$ cat src/rtl/snd_pkg.sv
// Shared widths and bit mapping for the 1-bit sound link (generator and demodulator).
package snd_pkg;

  // Bitstream symbol values as 2-bit signed, sign-extended by the user.
  localparam logic signed [1:0] SND_P1 = 2'sb01;
  localparam logic signed [1:0] SND_M1 = 2'sb11;

  function automatic int cic_gain_bits(input int order, input int log2_decim);
    return order * log2_decim;
  endfunction

  function automatic int cic_width(input int order, input int log2_decim);
    return order * log2_decim + 2;
  endfunction

endpackage

$ cat src/rtl/snd_cic_integrator.sv
// One CIC integrator stage: registered accumulator, wraps modulo 2^W by design.
module snd_cic_integrator #(
  parameter int W = 26
) (
  input  logic         clk,
  input  logic         reset,
  input  logic [W-1:0] din,
  output logic [W-1:0] acc
);

  always_ff @(posedge clk or posedge reset) begin
    if (reset) acc <= '0;
    else       acc <= acc + din;
  end

endmodule

$ cat src/rtl/snd_demod.sv
// CIC decimator that turns the 1-bit snd stream back into saturated signed PCM.
module snd_demod
  import snd_pkg::*;
#(
  parameter int ORDER      = 3,
  parameter int LOG2_DECIM = 8,
  parameter int OUT_BITS   = 16
) (
  input  logic                clk,
  input  logic                reset,
  input  logic                snd,
  output logic [OUT_BITS-1:0] pcm,
  output logic                pcm_valid,
  output logic                primed
);

  localparam int G     = cic_gain_bits(ORDER, LOG2_DECIM);
  localparam int W     = cic_width(ORDER, LOG2_DECIM);
  localparam int SHIFT = G + 1 - OUT_BITS;

  localparam logic signed [W-1:0] POS_LIM = {2'b00, {G{1'b1}}};
  localparam logic signed [W-1:0] NEG_LIM = {2'b11, {G{1'b0}}};

  logic                       snd_q;
  logic signed [1:0]          step;
  logic [W-1:0]               step_w;
  logic [ORDER-1:0][W-1:0]    acc;
  logic [LOG2_DECIM-1:0]      cnt;
  logic                       strobe;
  logic [ORDER-1:0][W-1:0]    comb_d;
  logic [ORDER:0][W-1:0]      comb_x;
  logic signed [W-1:0]        y;
  logic signed [W-1:0]        y_sat;
  logic [OUT_BITS-1:0]        pcm_next;
  logic [2:0]                 prime_cnt;
  logic                       emit;
  logic                       unused_sat;

  assign step   = snd_q ? SND_P1 : SND_M1;
  assign step_w = {{(W-2){step[1]}}, step};

  for (genvar k = 0; k < ORDER; k++) begin : g_int
    if (k == 0) begin : g_first
      snd_cic_integrator #(.W(W)) u_int (
        .clk(clk), .reset(reset), .din(step_w), .acc(acc[k])
      );
    end else begin : g_next
      snd_cic_integrator #(.W(W)) u_int (
        .clk(clk), .reset(reset), .din(acc[k-1]), .acc(acc[k])
      );
    end
  end

  assign strobe = (cnt == '1);

  // Comb chain settles within the strobe cycle; delays only advance on strobe.
  always_comb begin
    comb_x    = '0;
    comb_x[0] = acc[ORDER-1];
    for (int k = 0; k < ORDER; k++) comb_x[k+1] = comb_x[k] - comb_d[k];
  end

  always_comb begin
    y     = signed'(comb_x[ORDER]);
    y_sat = y;
    if (y > POS_LIM)      y_sat = POS_LIM;
    else if (y < NEG_LIM) y_sat = NEG_LIM;
  end

  // y_sat fits in G+1 bits, so this slice is the arithmetic shift by SHIFT.
  assign pcm_next   = y_sat[SHIFT +: OUT_BITS];
  assign unused_sat = ^y_sat;

  assign emit = strobe && (prime_cnt == 3'(ORDER));

  always_ff @(posedge clk or posedge reset) begin
    if (reset) begin
      snd_q     <= 1'b0;
      cnt       <= '0;
      comb_d    <= '0;
      prime_cnt <= '0;
      pcm       <= '0;
      pcm_valid <= 1'b0;
      primed    <= 1'b0;
    end else begin
      snd_q     <= snd;
      cnt       <= cnt + 1'b1;
      pcm_valid <= emit;
      if (strobe) begin
        comb_d <= comb_x[ORDER-1:0];
        if (!emit) prime_cnt <= prime_cnt + 3'd1;
      end
      if (emit) begin
        pcm    <= pcm_next;
        primed <= 1'b1;
      end
    end
  end

endmodule

$ cat config.mk
export PLATFORM = sky130hd
export DESIGN_NAME = snd_demod
export DESIGN_NICKNAME = d
export VERILOG_FILES = /design/src/rtl/snd_pkg.sv /design/src/rtl/snd_cic_integrator.sv /design/src/rtl/snd_demod.sv
export SDC_FILE = /design/constraint.sdc
export NUM_CORES = 1
export LEC_CHECK = 0
export ABC_AREA = 1
export ABC_CLOCK_PERIOD_IN_PS = 6300
export CELL_PAD_IN_SITES_DETAIL_PLACEMENT = 2
export CELL_PAD_IN_SITES_GLOBAL_PLACEMENT = 2
export CORE_ASPECT_RATIO = 0.7
export CORE_MARGIN = 2
export CORE_UTILIZATION = 30
export DETAILED_ROUTE_END_ITERATION = 12
export HOLD_SLACK_MARGIN = 0.05
export PLACE_DENSITY = 0.63
export SYNTH_ARGS = -nofsm -noshare
export SYNTH_HDL_FRONTEND = slang
export SYNTH_SLANG_ARGS = --single-unit
$ cat constraint.sdc
create_clock -name clk -period 6.3 [get_ports clk]
set_input_delay 1.26 -clock clk [delete_from_list [all_inputs] [get_ports clk]]
set_output_delay 1.26 -clock clk [all_outputs]
set_load 0.01 [all_outputs]
* Yosys cells after proc, flatten, opt, wreduce, memory -nomap -nowiden *
Cells that the tools add are included.

word-level totals
  register bits = 186
  bits of input ports = 3

operators by class
  add/sub/neg operators = 8
  order comparisons = 2
  equality and inequality tests = 2
  multiplexer cells = 3
  bitwise gates (word level) = 1
  reduce and logical (&&, ||, !) cells = 2

operator list
  operator              count
  $add 26x26->26        3
  $sub 26x26->26        3
  $mux 25               2
  $gt 26x25->1 const B  1
  $lt 26x25->1 const B  1
  $add 8x1->8 const B   1
  $eq 8x8->1 const B    1
  $add 3x1->3 const B   1
  $eq 3x2->1 const B    1
  $mux 2                1
  $reduce_and 2->1      1
  $logic_and 1x1->1     1
  $not 1->1             1

* Longest topological paths before layout *
Gate-level depths: netlist (run 1).

  word-level depth = 6
  depth in mapped cells = 35
  depth with buffers taken out = 34

* Cells and area by module *
A second synthesis (run 1) with hierarchy kept.

second synthesis, totals
  cells, all modules = 2205
  area total of the unflattened synthesis = 15322.2 µm²

by module, submodules not included
  module                                           times used  cells each  area each (µm²)
  snd_demod                                        1           1034        7933.9
  snd_cic_integrator at g_int[1].g_next.u_int ...  2           391         2469.9
  snd_cic_integrator at g_int[0].g_first.u_int     1           389         2448.6

* Least setup slack after synthesis (run 1) *
OpenSTA, ideal clock, no wires.

  path type = register to register
  start point = register g_int[2].g_next.u_int.acc[4]
  end point = register pcm[0]
  library setup time = 0.119 ns
  data arrival time = 4.859 ns
  required time = 6.181 ns
  setup slack = 1.322 ns
  stages on the path, launching flop included = 30
  buffers on the path = 1
  period minus slack after synthesis = 4.978 ns
  cells stage by stage = dfrtp_1 ha_1 a21oi_1 nand2_1 a21oi_1 o21bai_1 a21oi_1 o21bai_2 a21oi_1 xor2_1 ha_1 a21oi_1 a21boi_0 nor4_1 a2111oi_0 o21ai_0 xor2_1 inv_1 ha_1 inv_1 nor3_1 nand2_1 or2_2 nand3_1 nand3_1 nand3_1 nand2_1 inv_2 buf_8 a21oi_2

RTL lines
  item                    line                      source
  start, declared         snd_cic_integrator.sv:8   output logic [W-1:0] acc
  start signal, assigned  snd_cic_integrator.sv:13  else acc <= acc + din;
  end signal, assigned    snd_demod.sv:94           pcm <= pcm_next;
  end, declared           snd_demod.sv:12           output logic [OUT_BITS-1:0] pcm,

==> results of run 1 <==
[cells in the final DEF, fill, tap and decap left out, drive strengths merged, types with 10 or more instances in the layout]
master,synthesis,final
nand2,333,333
inv,224,232
dfrtp,186,186
a21oi,172,172
ha,152,152
o21ai,149,149
xor2,91,91
nor2,70,70
nand3,64,64
xnor2,49,49
or2,21,21
clkdlybuf4s50,0,20
clkbuf,18,17
buf,2,15
nor3,15,15
o21bai,13,13
a21o,12,12
a21boi,11,11
o21a,10,10
a31oi,10,10
[worst paths after layout]
check	from	endpoint	slack, ns	depth (start not counted)
worst max-delay path	g_int[2].g_next.u_int.acc[5]	pcm[14]	0.56	27
worst min-delay path	cnt[0]	cnt[0]	0.45	1
worst max register to register	g_int[2].g_next.u_int.acc[5]	pcm[14]	0.56	27
worst min register to register	cnt[0]	cnt[0]	0.45	1
max in group asynchronous	reset	comb_d[29]	4.30	3
min in group asynchronous	reset	prime_cnt[2]	1.35	3
[per-stage QoR]
stage	util	area, µm²	setup slack [ns]	hold WS, ns
final	0.342	14900	0.555	0.453
after global routing	0.342	14900	0.00832	0.509
after CTS	0.340	14900	0.117	0.460
after detailed placement	0.326	14300	0.0436	0.446
after global placement	0.326	14300	0.285	0.438
after floorplan	-	13300	1.32	0.421
[sequential cells by signal (all words and copies together) (netlist names)]
register / flops
cnt: 8
comb_d: 78
g_int.g_first.u_int.acc: 26
g_int.g_next.u_int.acc: 52
pcm: 16
pcm_valid: 1
prime_cnt: 3
primed: 1
snd_q: 1
[area by class of cell]
type | instances | share of cell area
multi-input cells | 1207 | 0.519
flip-flops and latches | 186 | 0.312
inverters | 225 | 0.0572
well taps | 594 | 0.0498
clock buffers | 17 | 0.0285
repair buffers | 35 | 0.0218
clock inverters | 15 | 0.0116
[cell families (layout without fill, tap and decap cells)]
group	count (synthesis)	in the layout	synth area share
multiplexers	1	1	0.000846
AND/OR/NAND/NOR	518	518	0.169
flip-flops	186	186	0.350
buffers and inverters	245	292	0.0712
AO/OA/AOI/OAI	390	390	0.165
XOR/XNOR	140	140	0.0921
adder cells (fa/ha/maj)	158	158	0.152
[metal layers]
layer / part of all wire / up-vias
li1: - / 5480
met1: 0.58 / 5323
met2: 0.39 / 48
met3: 0.020 / 16
met4: 0.0067 / 0
met5: 0 / -
[repair_timing]
item	4_1_cts	5_1_grt
endpoints found under the setup margin	1	16
resized for setup	1	18
pin swaps	0	2
buffers inserted	0	2
==> impl_metrics.py, run 1 <==
metrics = {
    "flow_run": {
        "maxCapViolations": 0,
    },
    "cells_and_area": {
        "layout.nets": 1833,
        "area_delta_synth_final_pct": 12.2,
        "fillers": 5023,
        "layout.cells.non_filler": 2279,
        "drive_gt1_frac": 0.0849,
        "antenna_cells": 0,
        "multiInputGateArea_um2": 7750,
        "ff_latch_area_um2": 4650,
    },
    "synthesis": {
        "synth_async_sr_flop_share": 1.00,
        "ys_seq_area_frac": 0.350,
        "synth_edf_count": 0,
        "synth_top_area_cell": "dfrtp_1",
        "synth.distinct_cells": 45,
        "ys_ff_latch": 186,
        "syn_area_um2": 13300,
        "netlist_instances": 1638,
        "yosysTopAreaCellShare": 0.350,
        "ys_warn_count": 0,
        "netlist_top_cells_area": "dfrtp_1, ha_1, nand2_1",
        "ys.flop_type": "dfrtp_1",
        "yosysMostFrequentCell": "nand2_1",
        "syn_nets": 1799,
        "synth_commonest_cells": "nand2_1, inv_1, dfrtp_1, a21oi_1, ha_1",
        "syn_avg_cell_area_um2": 8.13,
    },
    "cts": {
        "clock-root-buffer": "clkbuf_16",
        "insertion_delay_ns": 0.46,
        "clk_pin_slew_ns": 0.08,
        "cts_tree": "done",
        "cts_made_buffers": 17,
        "cts.sinks": 186,
        "ctsLongestPathBuffers": 2,
        "cts_max_level": 4,
        "hold_buffers": 0,
    },
    "setup_path": {
        "startpoint_type": "flip-flop",
        "path_class": "flip-flop to flip-flop",
        "worstPathMaxFanout": 6,
        "crit_path_frequent_cell": "nand2_1",
        "path_delay_family": "simple AND/OR/NAND/NOR gates",
        "worst-path-buf-inv": 1,
        "end_kind": "flip-flop",
        "cpPeakStageDelay_ns": 0.67,
        "slowest_stage": "nor4_1",
        "critPathArrivalTime_ns": 6.10,
        "crit_required_ns": 6.65,
    },
    "sta": {
        "hold_violations": 0,
        "fmax_ghz": 0.174,
        "setup_viol": 0,
        "report.final.slew_viol_count": 0,
        "tightest_slew_ns": 0.987,
        "slew_headroom": 0.341,
        "finalCritPeriodShare": 0.912,
        "fin_worst_skew_ns": 0.0154,
        "period_needed_ns": 5.74,
        "rsz0062_at_grt": "no",
        "tns_ns": 0,
    },
    "global_routing": {
        "track_usage": 0.174,
        "grt_max_degree": 129,
        "busiest_layer": "met1",
        "grt_pass1_vias": 11900,
        "grt-ovfl-total": 0,
        "grt_first_pass_wirelength_um": 65200,
        "use_met3": 0.0219,
        "grt_util_met2": 0.245,
        "use_met1": 0.280,
        "antenna_found_initial": 0,
    },
    "route": {
        "drt-vias-per-instance": 4.77,
        "wl_um": 38100,
        "vias": 10900,
        "drc": 0,
        "detail_route.wl_per_cell_um": 16.7,
        "antenna_left": 0,
        "drt_iter0_drc": 449,
        "firstDrtPassIters": 4,
    },
    "die": {
        "core_area_um2": 43700,
        "die_h_um": 180,
        "start_util": 0.304,
        "num_rows": 64,
        "die_area_um2": 46100,
        "fp.dieW_um": 256,
        "io_pins": 21,
    },
    "placement": {
        "dp.cells": 2245,
        "port_buffers": 20,
        "gp_congestion": 0.821,
        "dpl.hpwl_um": 30100,
    },
    "outcome": {
        "status": "completed",
    },
    "hold_path": {
        "worstHoldPathType": "flip-flop to flip-flop",
    },
}
Power of run 1 is not shown: default switching activity piles up to over one toggle a cycle in this logic, so the estimate is an artifact.
==> run 2, diff against run 1 <==
--- a/config.mk
+++ b/config.mk
@@ -9,12 +9,12 @@
 export ABC_CLOCK_PERIOD_IN_PS = 6300
 export CELL_PAD_IN_SITES_DETAIL_PLACEMENT = 2
 export CELL_PAD_IN_SITES_GLOBAL_PLACEMENT = 2
-export CORE_ASPECT_RATIO = 0.7
+export CORE_ASPECT_RATIO = 0.8
 export CORE_MARGIN = 2
 export CORE_UTILIZATION = 30
 export DETAILED_ROUTE_END_ITERATION = 12
 export HOLD_SLACK_MARGIN = 0.05
-export PLACE_DENSITY = 0.63
+export PLACE_DENSITY_LB_ADDON = 0.1
 export SYNTH_ARGS = -nofsm -noshare
 export SYNTH_HDL_FRONTEND = slang
 export SYNTH_SLANG_ARGS = --single-unit
==> constraint.sdc (replaced) <==
create_clock -name clk -period 6.3 [get_ports clk]
set_input_delay 1.26 -clock clk [delete_from_list [all_inputs] [get_ports clk]]
set_output_delay 1.26 -clock clk [all_outputs]
set_load 0.1 [all_outputs]
==> impl_metrics.py, run 2 (same netlist as run 1, synthesis figures left out) <==
metrics = {
    "outcome": {
        "status": "completed",
    },
    "sta": {
        "tightest_slew_ns": 0.980,
        "finalCritPeriodShare": 0.905,
        "slew_headroom": 0.345,
        "hold_violations": 0,
        "setup_viol": 0,
        "fin_worst_skew_ns": 0.0103,
        "report.final.slew_viol_count": 0,
        "period_needed_ns": 5.70,
        "fmax_ghz": 0.175,
        "tns_ns": 0,
    },
    "cells_and_area": {
        "area_delta_synth_final_pct": 12.1,
        "reg_top3": "comb_d: 78 flops, g_int.g_next.u_int.acc: 52 flops, g_int.g_first.u_int.acc: 26 flops",
        "drive_gt1_frac": 0.0826,
        "layout_common_cells": "nand2_1, inv_1, dfrtp_1",
        "layout.nets": 1831,
        "layout.cells.non_filler": 2287,
        "final_common_cell": "nand2_1",
        "top_register": "comb_d",
        "fillers": 5059,
        "ff_latch_area_um2": 4650,
        "multiInputGateArea_um2": 7760,
        "largest_register_ffs": 78,
    },
    "route": {
        "drt-vias-per-instance": 4.79,
        "drc": 0,
        "antenna_left": 0,
        "firstDrtPassIters": 4,
        "vias": 11000,
        "drt_iter0_drc": 406,
        "detail_route.wl_per_cell_um": 16.4,
        "wl_um": 37600,
    },
    "cts": {
        "cts.sinks": 186,
        "cts_max_level": 4,
        "insertion_delay_ns": 0.47,
        "cts_made_buffers": 17,
        "clock-root-buffer": "clkbuf_16",
        "ctsLongestPathBuffers": 2,
        "clk_pin_slew_ns": 0.07,
        "cts_tree": "done",
    },
    "global_routing": {
        "grt_pass1_vias": 12000,
        "grt-ovfl-total": 0,
        "antenna_found_initial": 0,
        "track_usage": 0.175,
        "grt_max_degree": 150,
        "grt_first_pass_wirelength_um": 64100,
    },
    "placement": {
        "dpl.hpwl_um": 29400,
        "dp.cells": 2253,
        "gp_congestion": 0.816,
        "port_buffers": 20,
    },
    "setup_path": {
        "crit_path_frequent_cell": "nand2_1",
        "critPathArrivalTime_ns": 6.05,
        "slowest_stage": "dfrtp_1",
        "worstPathMaxFanout": 15,
        "end_kind": "flip-flop",
        "crit_required_ns": 6.65,
        "startpoint_type": "flip-flop",
        "cpPeakStageDelay_ns": 0.41,
        "path_class": "flip-flop to flip-flop",
    },
    "die": {
        "die_area_um2": 46100,
        "io_pins": 21,
        "die_h_um": 192,
        "fp.dieW_um": 240,
        "num_rows": 69,
        "start_util": 0.302,
        "core_area_um2": 44100,
    },
    "flow_run": {
        "maxCapViolations": 0,
    },
    "hold_path": {
        "worstHoldPathType": "flip-flop to flip-flop",
    },
}
## run 2: cell types whose count changed in the layout (fill, tap and decap cells not counted), moves of 2 or more
cell        change
inv_8           -3
clkinvlp_4      +2
inv_6           -3
clkinv_8        -2
clkinv_2        +3
buf_4           -2
## run 2: worst paths after layout
path,startpoint,to,slack (ns),cells past startpoint
worst min-delay path,cnt[0],cnt[0],0.47,1
min in group asynchronous,reset,g_int[0].g_first.u_int.acc[2],1.33,3
worst max-delay path,g_int[2].g_next.u_int.acc[3],pcm[10],0.60,31
worst min register to register,cnt[0],cnt[0],0.47,1
worst max register to register,g_int[2].g_next.u_int.acc[3],pcm[10],0.60,31
max in group asynchronous,reset,comb_d[77],4.24,3
## run 2: worst max-delay path, delay by kind of cell, from the launching register on
kind / cells / cell delay [ns]
XOR/XNOR: 3 / 0.56
flip-flops: 1 / 0.41
AND/OR/NAND/NOR: 12 / 1.48
adder cells (fa/ha/maj): 3 / 1.07
buffers and inverters: 3 / 0.38
AO/OA/AOI/OAI: 10 / 1.66
## run 2: area by class of cell
| type | instances | area share |
|---|---|---|
| clock buffer | 19 | 0.0297 |
| clock inverter | 13 | 0.00948 |
| timing repair buffer | 33 | 0.0208 |
| sequential | 186 | 0.312 |
| multi-input combinational | 1207 | 0.520 |
| tap | 603 | 0.0506 |
| inverter | 225 | 0.0573 |
| antenna | 1 | 0.000168 |
## run 2: routing by layer
layer,vias to the layer above,track usage,share of wire,wire length (µm)
met4,0,0.0346,0.0082,310
met1,5426,0.264,0.56,20900
met2,48,0.260,0.41,15600
met5,-,0,0,0
met3,21,0.0298,0.020,766
li1,5457,-,-,-
## run 2: per-stage QoR
| stage | area (µm²) | hold WS [ns] | setup slack (ns) | util |
|---|---|---|---|---|
| 5_1_grt | 14900 | 0.497 | -0.00374 | 0.338 |
| 4_1_cts | 14900 | 0.470 | 0.00797 | 0.337 |
| 3_5_place_dp | 14300 | 0.458 | 0.0987 | 0.323 |
| 2_1_floorplan | 13300 | 0.421 | 1.32 | - |
| 6_report | 14900 | 0.466 | 0.601 | 0.338 |
| 3_3_place_gp | 14300 | 0.448 | 0.328 | 0.323 |
## run 2: timing repair
| action | CTS | global route |
|---|---|---|
| hold buffers | 0 | 0 |
| buffers inserted | 0 | 1 |
| setup endpoints to repair | 0 | 16 |
| gates resized for setup | 0 | 18 |
Power of run 2 is left out for the same reason.
==> run 3, diff against run 2 <==
--- a/config.mk
+++ b/config.mk
@@ -12,6 +12,7 @@
 export CORE_ASPECT_RATIO = 0.8
 export CORE_MARGIN = 2
 export CORE_UTILIZATION = 30
+export CTS_CLUSTER_SIZE = 20
 export DETAILED_ROUTE_END_ITERATION = 12
 export HOLD_SLACK_MARGIN = 0.05
 export PLACE_DENSITY_LB_ADDON = 0.1
==> results of run 3 <==
Final layout, timing and power as in run 2 (identical DEF).
Power of run 3 is left out for the same reason.
